$ cat src/rtl/rv32_pkg.sv
// rtl/rv32_pkg.sv - shared rv32 fetch types and constants
// Purpose: fetch FSM state encoding, the canonical NOP word and the
//          {pc, instr} record carried through the fetch buffer.
package rv32_pkg;

  typedef enum logic [1:0] {
    HOLD  = 2'd0,
    FETCH = 2'd1,
    FLUSH = 2'd2
  } fetch_state_t;

  localparam logic [31:0] RV32_NOP = 32'h0000_0013;

  typedef struct packed {
    logic [31:0] pc;
    logic [31:0] instr;
  } fetch_entry_t;

endpackage

$ cat src/rtl/fetch_buf.sv
// rtl/fetch_buf.sv - DEPTH-entry instruction buffer for the fetch stage
// Purpose: in-order FIFO of fetch_entry_t. Implemented as a shift register so
//          the head is always entry 0 and comes straight from a flop.
// Ports:
//   clk, rst          clock, synchronous active-low reset
//   push, push_entry  write one entry at the tail
//   pop               drop the head entry (ignored when empty)
//   flush             empty the buffer; overrides push and pop
//   head              entry 0 (NOP / RESET_PC after reset)
//   count             number of valid entries
module fetch_buf
  import rv32_pkg::*;
#(
  parameter int          DEPTH    = 2,
  parameter logic [31:0] RESET_PC = 32'h0000_0000,
  localparam int         CW       = $clog2(DEPTH) + 1
) (
  input  logic          clk,
  input  logic          rst,
  input  logic          push,
  input  fetch_entry_t  push_entry,
  input  logic          pop,
  input  logic          flush,
  output fetch_entry_t  head,
  output logic [CW-1:0] count
);

  localparam logic [CW-1:0] DEPTH_C = CW'(DEPTH);
  localparam logic [CW-1:0] ONE     = CW'(1);

  fetch_entry_t  ent_q [DEPTH];
  fetch_entry_t  ent_d [DEPTH];
  logic [CW-1:0] count_q, count_d;
  logic [CW-1:0] wr_idx;
  logic          do_push, do_pop;

  always_comb begin
    do_pop  = pop && (count_q != '0);
    do_push = push && ((count_q < DEPTH_C) || do_pop);
    // When popping, everything shifts down one slot, so the tail moves too.
    wr_idx  = do_pop ? (count_q - ONE) : count_q;

    for (int i = 0; i < DEPTH; i++) begin
      ent_d[i] = ent_q[i];
    end
    if (do_pop) begin
      for (int i = 0; i < DEPTH - 1; i++) begin
        ent_d[i] = ent_q[i + 1];
      end
    end
    if (do_push) begin
      for (int i = 0; i < DEPTH; i++) begin
        if (CW'(i) == wr_idx) begin
          ent_d[i] = push_entry;
        end
      end
    end

    count_d = count_q;
    if (do_push) count_d = count_d + ONE;
    if (do_pop)  count_d = count_d - ONE;
    if (flush)   count_d = '0;
  end

  always_ff @(posedge clk) begin
    if (!rst) begin
      count_q <= '0;
      for (int i = 0; i < DEPTH; i++) begin
        ent_q[i] <= '{pc: RESET_PC, instr: RV32_NOP};
      end
    end else begin
      count_q <= count_d;
      for (int i = 0; i < DEPTH; i++) begin
        ent_q[i] <= ent_d[i];
      end
    end
  end

  assign head  = ent_q[0];
  assign count = count_q;

endmodule

$ cat src/rtl/fetch_seq.sv
// rtl/fetch_seq.sv - rv32 fetch-stage sequencer
// Purpose: owns the fetch PC, issues in-order imem requests, buffers returned
//          instructions with their PCs, and applies execute redirects by
//          flushing the buffer and dropping responses still in flight.
// Ports:
//   clk, rst                        clock, synchronous active-low reset
//   imem_req_valid/addr/ready       instruction memory request handshake
//   imem_rsp_valid/data             in-order instruction responses
//   redirect_valid/pc               single-cycle redirect from execute
//   de_valid/instr/pc, de_ready     instruction handshake towards decode
module fetch_seq
  import rv32_pkg::*;
#(
  parameter logic [31:0] RESET_PC = 32'h0000_0000,
  parameter int          DEPTH    = 2
) (
  input  logic        clk,
  input  logic        rst,
  output logic        imem_req_valid,
  output logic [31:0] imem_req_addr,
  input  logic        imem_req_ready,
  input  logic        imem_rsp_valid,
  input  logic [31:0] imem_rsp_data,
  input  logic        redirect_valid,
  input  logic [31:0] redirect_pc,
  output logic        de_valid,
  output logic [31:0] de_instr,
  output logic [31:0] de_pc,
  input  logic        de_ready
);

  localparam int            CW      = $clog2(DEPTH) + 1;
  localparam logic [CW-1:0] DEPTH_C = CW'(DEPTH);
  localparam logic [CW-1:0] ONE     = CW'(1);

  fetch_state_t  state_q, state_d;
  logic [31:0]   pc_q, pc_d;
  logic [31:0]   resp_pc_q, resp_pc_d;
  logic [CW-1:0] inflight_q, inflight_d;
  logic [CW-1:0] drop_q, drop_d;

  logic [31:0]   target;
  logic          req_valid, fire, rsp_keep;
  logic [CW-1:0] outstanding, redir_drop;
  logic          buf_pop, buf_flush;
  fetch_entry_t  buf_head;
  logic [CW-1:0] buf_count;

  assign target = {redirect_pc[31:2], 2'b00};

  always_comb begin
    req_valid = (state_q == FETCH) && !redirect_valid &&
                ((inflight_q + buf_count) < DEPTH_C);
    fire      = req_valid && imem_req_ready;
    // A response is kept only in FETCH with nothing to drop; a response with
    // nothing outstanding is a protocol error and is ignored.
    rsp_keep  = imem_rsp_valid && (state_q == FETCH) && (drop_q == '0) &&
                (inflight_q != '0) && !redirect_valid;

    // In FLUSH the live in-flight count is held in drop_q; inflight_q is 0.
    outstanding = (state_q == FLUSH) ? drop_q : inflight_q;
    redir_drop  = (imem_rsp_valid && (outstanding != '0)) ? (outstanding - ONE)
                                                          : outstanding;

    state_d    = state_q;
    pc_d       = pc_q;
    resp_pc_d  = resp_pc_q;
    inflight_d = inflight_q;
    drop_d     = drop_q;

    case (state_q)
      HOLD: begin
        state_d = FETCH;
        if (redirect_valid) begin
          pc_d      = target;
          resp_pc_d = target;
        end
      end
      FETCH, FLUSH: begin
        if (redirect_valid) begin
          pc_d       = target;
          resp_pc_d  = target;
          inflight_d = '0;
          drop_d     = redir_drop;
          state_d    = (redir_drop != '0) ? FLUSH : FETCH;
        end else begin
          if (fire)     pc_d      = pc_q + 32'd4;
          if (rsp_keep) resp_pc_d = resp_pc_q + 32'd4;
          if (fire)     inflight_d = inflight_d + ONE;
          if (rsp_keep) inflight_d = inflight_d - ONE;
          if ((state_q == FLUSH) && imem_rsp_valid && (drop_q != '0)) begin
            drop_d = drop_q - ONE;
          end
          if ((state_q == FLUSH) && (drop_d == '0)) begin
            state_d = FETCH;
          end
        end
      end
      default: state_d = HOLD;
    endcase
  end

  always_ff @(posedge clk) begin
    if (!rst) begin
      state_q    <= HOLD;
      pc_q       <= RESET_PC;
      resp_pc_q  <= RESET_PC;
      inflight_q <= '0;
      drop_q     <= '0;
    end else begin
      state_q    <= state_d;
      pc_q       <= pc_d;
      resp_pc_q  <= resp_pc_d;
      inflight_q <= inflight_d;
      drop_q     <= drop_d;
    end
  end

  assign buf_pop   = de_valid && de_ready;
  assign buf_flush = redirect_valid && (state_q != HOLD);

  fetch_buf #(
    .DEPTH    (DEPTH),
    .RESET_PC (RESET_PC)
  ) u_buf (
    .clk        (clk),
    .rst        (rst),
    .push       (rsp_keep),
    .push_entry ('{pc: resp_pc_q, instr: imem_rsp_data}),
    .pop        (buf_pop),
    .flush      (buf_flush),
    .head       (buf_head),
    .count      (buf_count)
  );

  assign imem_req_valid = req_valid;
  assign imem_req_addr  = pc_q;
  assign de_valid       = (buf_count != '0);
  assign de_instr       = buf_head.instr;
  assign de_pc          = buf_head.pc;

endmodule

$ cat config.mk
export PLATFORM = sky130hd
export DESIGN_NAME = fetch_seq
export DESIGN_NICKNAME = d
export VERILOG_FILES = /design/src/rtl/rv32_pkg.sv /design/src/rtl/fetch_buf.sv /design/src/rtl/fetch_seq.sv
export SDC_FILE = /design/constraint.sdc
export NUM_CORES = 1
export LEC_CHECK = 0
export ABC_AREA = 1
export CORE_MARGIN = 2
export CORE_UTILIZATION = 54
export DETAILED_ROUTE_END_ITERATION = 8
export PLACE_DENSITY = 0.79
export REMOVE_ABC_BUFFERS = 1
export SLEW_MARGIN = 30
export SYNTH_ARGS = -nofsm -noshare
export SYNTH_HDL_FRONTEND = slang
export SYNTH_SLANG_ARGS = --single-unit
$ cat constraint.sdc
create_clock -name clk -period 2.1 [get_ports clk]
set_input_delay 0.63 -clock clk [delete_from_list [all_inputs] [get_ports clk]]
set_output_delay 0.63 -clock clk [all_outputs]
set_load 0.02 [all_outputs]
==> run summary <==
The first-pass iteration count of the detailed router came out at 5. The logs give 0.946 for the routability-driven placement congestion ratio and 1.47 ns for the required time at the endpoint of the critical path. TritonCTS built the clock tree. After layout, the minimum clock period comes to 2.07 ns. The root buffer cell chosen for the clock tree is clkbuf_16. Counting every instance in the synthesized netlist gives 1,519. A synthesized cell averages 6.75 µm².

During synthesis, Yosys emitted a total of 0 warnings. Worst slack on hold paths: 0.447 ns. The post-synthesis instance area was 0.0103 mm²; the buffering stage count on the worst path with inverters included was 1. The worst reg2reg path startpoint is drop_q[1]$_SDFFE_PN0N_.

The first routing iteration left 726 violations. The path with the worst hold slack has its endpoint at u_buf.ent_q[0][73]$_SDFFE_PN0P_. The floorplan row count is 50. For the via count of the first global-routing pass, the log shows 9,248. The class of the most critical hold timing path is reg2reg. The run gives 69.2% as the core occupancy in the finished layout. Worst hold path startpoint: u_buf.ent_q[0][73]$_SDFFE_PN0P_. At the end of the flow, the number of nets in the layout was 1,709. The worst setup path is captured at an output pin.

The run finished with clean final reports. The tools report the number of violations of the max-capacitance limit as 0. The slowest stage of the critical path is the clkdlybuf4s50_1 cell. The total power consumption of the routed design was 8.92 mW; the synthesis-to-finish area growth was 25.8%. Dividing the detail-routed via count by the number of cells gives 5.43.

The starting density of the core came out at 55.0%. The number of clock buffers added by TritonCTS is 17. The post-route netlist has 9.07% of its cells at a drive strength greater than 1.

In this run the worst path has a maximum fanout of 4. The highest clock frequency the design can meet came out at 0.483 GHz. The tools report the number of DRC violations after detailed routing as 0. Traced cell by cell, the critical path runs through clkdlybuf4s50_1.

Setup violations remaining at the end of the flow were counted as 0. Clock-pin slew was measured on the worst setup and hold paths at 0.07 ns. The largest single stage delay on the critical path is 0.63 ns.

The cell family contributing the most delay on the critical path is buffers and inverters. The H-tree was split into 4 levels. The worst vdd rail ir drop was 0.000605 V. The area share of the leading cell type in the synthesized netlist came out at 37.9%. After synthesis, the cell types taking the most area are dfxtp_1 (38%), nand2_1 (12%), o21ai_0 (9.0%), a21oi_1 (7.7%), buf_4 (5.2%). The worst hold path was traced through 2 stages. The die is 142 µm wide. The tools report the number of hold violations in the final report as 0. STA puts the critical path data arrival time at 1.44 ns. Entering global routing, the biggest net connects 85 pins. The worst register-to-register path has a depth of 13. The run gives 2 as the maximum buffer depth of the clock tree. Measured along the y axis, the die boundary spans 142 µm. The leading area contributor after synthesis was dfxtp_1.

Type of element launching the critical path: a flop. The total wire length after detailed routing was 28.3 mm; the die area was 0.0201 mm². The run gives 26.8% as the total global routing track utilization. In this run the critical register-to-register path is captured at u_buf.ent_q[0][125]$_SDFFE_PN0P_. The sequential-to-total area share from yosys stat was 37.9%; the remaining antenna violation count was 0.

The I/O pin count is 168. The routed layout has 10,200 vias. The first global-routing pass estimated 44.2 mm of wire. The tree built by TritonCTS fans out to 194 sinks.

During placement, the flow inserted port buffers numbering 163. Global routing finished with a remaining overflow of 0. The critical path in this run is classified as reg2out.

The initial antenna violation count was 0. Power spread over the standard cell area amounts to 692 mW/mm². The clock arrives with 0.00899 ns of skew. The final critical-path share of the clock period is 98.5%, and the wire length per cell after detailed routing is 15.1 µm.

For the count of different cell masters after synthesis, the log shows 42. The clock network latency to the later pin of the worst-skew pair is 0.44 ns. Final max-slew violation count: 0. The run gives 18.8 mm as the placed wire-length estimate. Setup slack on the worst reg-to-reg path comes out at 0.06 ns. After routing, the total negative slack on setup checks comes to 0 ns. In this run the standard cell core region covers 0.0186 mm². The number of antenna diodes in the final layout is 0. The synthesized design contains 194 register bits.

The leakage power total came out at 5.41 nW.
[cell usage in the layout (no fill, tap or decap), types with 17 or more instances in the layout]
| cell type | netlist | final |
|---|---|---|
| clkdlybuf4s50_1 | 0 | 129 |
| xor2_1 | 33 | 33 |
| buf_12 | 0 | 17 |
| inv_1 | 135 | 133 |
| nand4_1 | 17 | 17 |
| o21ai_0 | 185 | 175 |
| dfxtp_1 | 194 | 189 |
| a21oi_1 | 157 | 157 |
| nand2_1 | 323 | 323 |
| o21ai_1 | 33 | 41 |
| nor3_1 | 28 | 28 |
| buf_4 | 71 | 46 |
| nor2_1 | 141 | 138 |
| nand3_1 | 48 | 48 |
| clkbuf_16 | 0 | 22 |
| dlygate4sd2_1 | 0 | 24 |
[power breakdown]
part / switching [mW] / total, mW / internal, mW / leakage (nW)
registers: 0.214 / 4.06 / 3.84 / 1.58
logic: 0.866 / 1.47 / 0.606 / 3.53
clock network: 1.55 / 3.39 / 1.84 / 0.297
[how the worst max path moves through the flow]
| stage | from | end | slack (ns) | cells past startpoint |
|---|---|---|---|---|
| floorplan | u_buf.count[0]$_SDFF_PP0_ | u_buf.ent_q[0][47]$_SDFF_PN0_ | -2.32 | 9 |
| global placement | redirect_valid | imem_req_valid | -0.46 | 5 |
| detailed placement | redirect_valid | imem_req_valid | -0.46 | 5 |
| CTS | inflight_q[1]$_SDFFE_PN0N_ | u_buf.ent_q[0][43]$_SDFF_PN0_ | 0.001 | 12 |
| global route | drop_q[1]$_SDFFE_PN0N_ | u_buf.ent_q[0][119]$_SDFFE_PN0P_ | -0.03 | 13 |
| finish | imem_req_addr[16]$_SDFFE_PN0P_ | imem_req_addr[16] | 0.03 | 1 |
[area by class of cell]
cell class | count | area, µm²
Clock buffer | 19 | 443
Clock inverter | 13 | 165
Fill cell | 1602 | 5750
Inverter | 144 | 543
Multi-Input combinational cell | 1033 | 5030
Sequential cell | 194 | 3890
Tap cell | 234 | 293
Timing Repair Buffer | 239 | 2520
[cell families (layout without fill, tap and decap cells)]
group                      after synthesis  in the layout  share of synthesized area (%)
AOI/OAI and AO/OA                      406            406                           20.6
buffers and inverters                  293            415                           13.6
other                                    1              2                         0.0366
DFF                                    194            194                           37.9
xor gates and xnor gates                37             37                           3.23
adders and majority gates               10             10                           1.22
and+or+nand+nor                        578            578                           23.5
[what timing repair did]
item / in CTS / in global routing
endpoints found under the setup margin: 26 / 137
gates resized for setup: 32 / 45
setup buffers: 0 / 10
pin swaps: 1 / 6
hold buffers: 0 / 0
cloned: 0 / 6
[synth_stat cells]
cell	number
nor3_2	1
nor2_2	4
nand3b_1	4
a211oi_1	3
nand4_1	17
o22ai_1	1
o211ai_1	7
nand3_2	1
nor3b_1	1
and3_1	2
o21a_1	1
o221ai_1	1
buf_2	23
nand4_2	1
nand3_1	48
nor2_1	141
ha_1	10
o21ai_1	33
dfxtp_1	194
o211a_1	1
or2_2	3
a221oi_1	1
nand2_2	1
buf_4	71
clkinv_1	2
inv_2	7
conb_1	1
a21boi_0	1
nor3_1	28
xor2_2	1
nor2_4	1
o21ai_0	185
a21oi_1	157
xor2_1	33
nor3_4	2
inv_1	135
a211oi_2	2
xnor2_1	3
clkbuf_1	47
buf_1	8
nand2_1	323
a31oi_1	13
[sequential cells by signal, indices dropped and copies added (netlist names)]
register and cells:
u_buf.ent_q 126, imem_req_addr 30, resp_pc_q 30, drop_q 2
inflight_q 2, state_q 2, u_buf.count 2
[per-stage QoR]
step	std cells	worst slack, ns	cell area (µm²)
2_1_floorplan	1371	-2.32	9400
3_3_place_gp	1828	-0.464	12000
3_5_place_dp	1828	-0.463	12000
4_1_cts	1860	0.00122	12600
5_1_grt	1876	-0.0304	12900
6_report	1876	0.0313	12900
[layer usage]
metal / GRT usage [%] / part of all wire [%] / wire length [µm]
met5: 0 / 0 / 0
met4: 8.00 / 2.0 / 568
met3: 4.45 / 7.5 / 2120
met2: 43.9 / 47 / 13200
met1: 36.5 / 44 / 12500
Note: power is estimated with default switching activity, not from simulation.
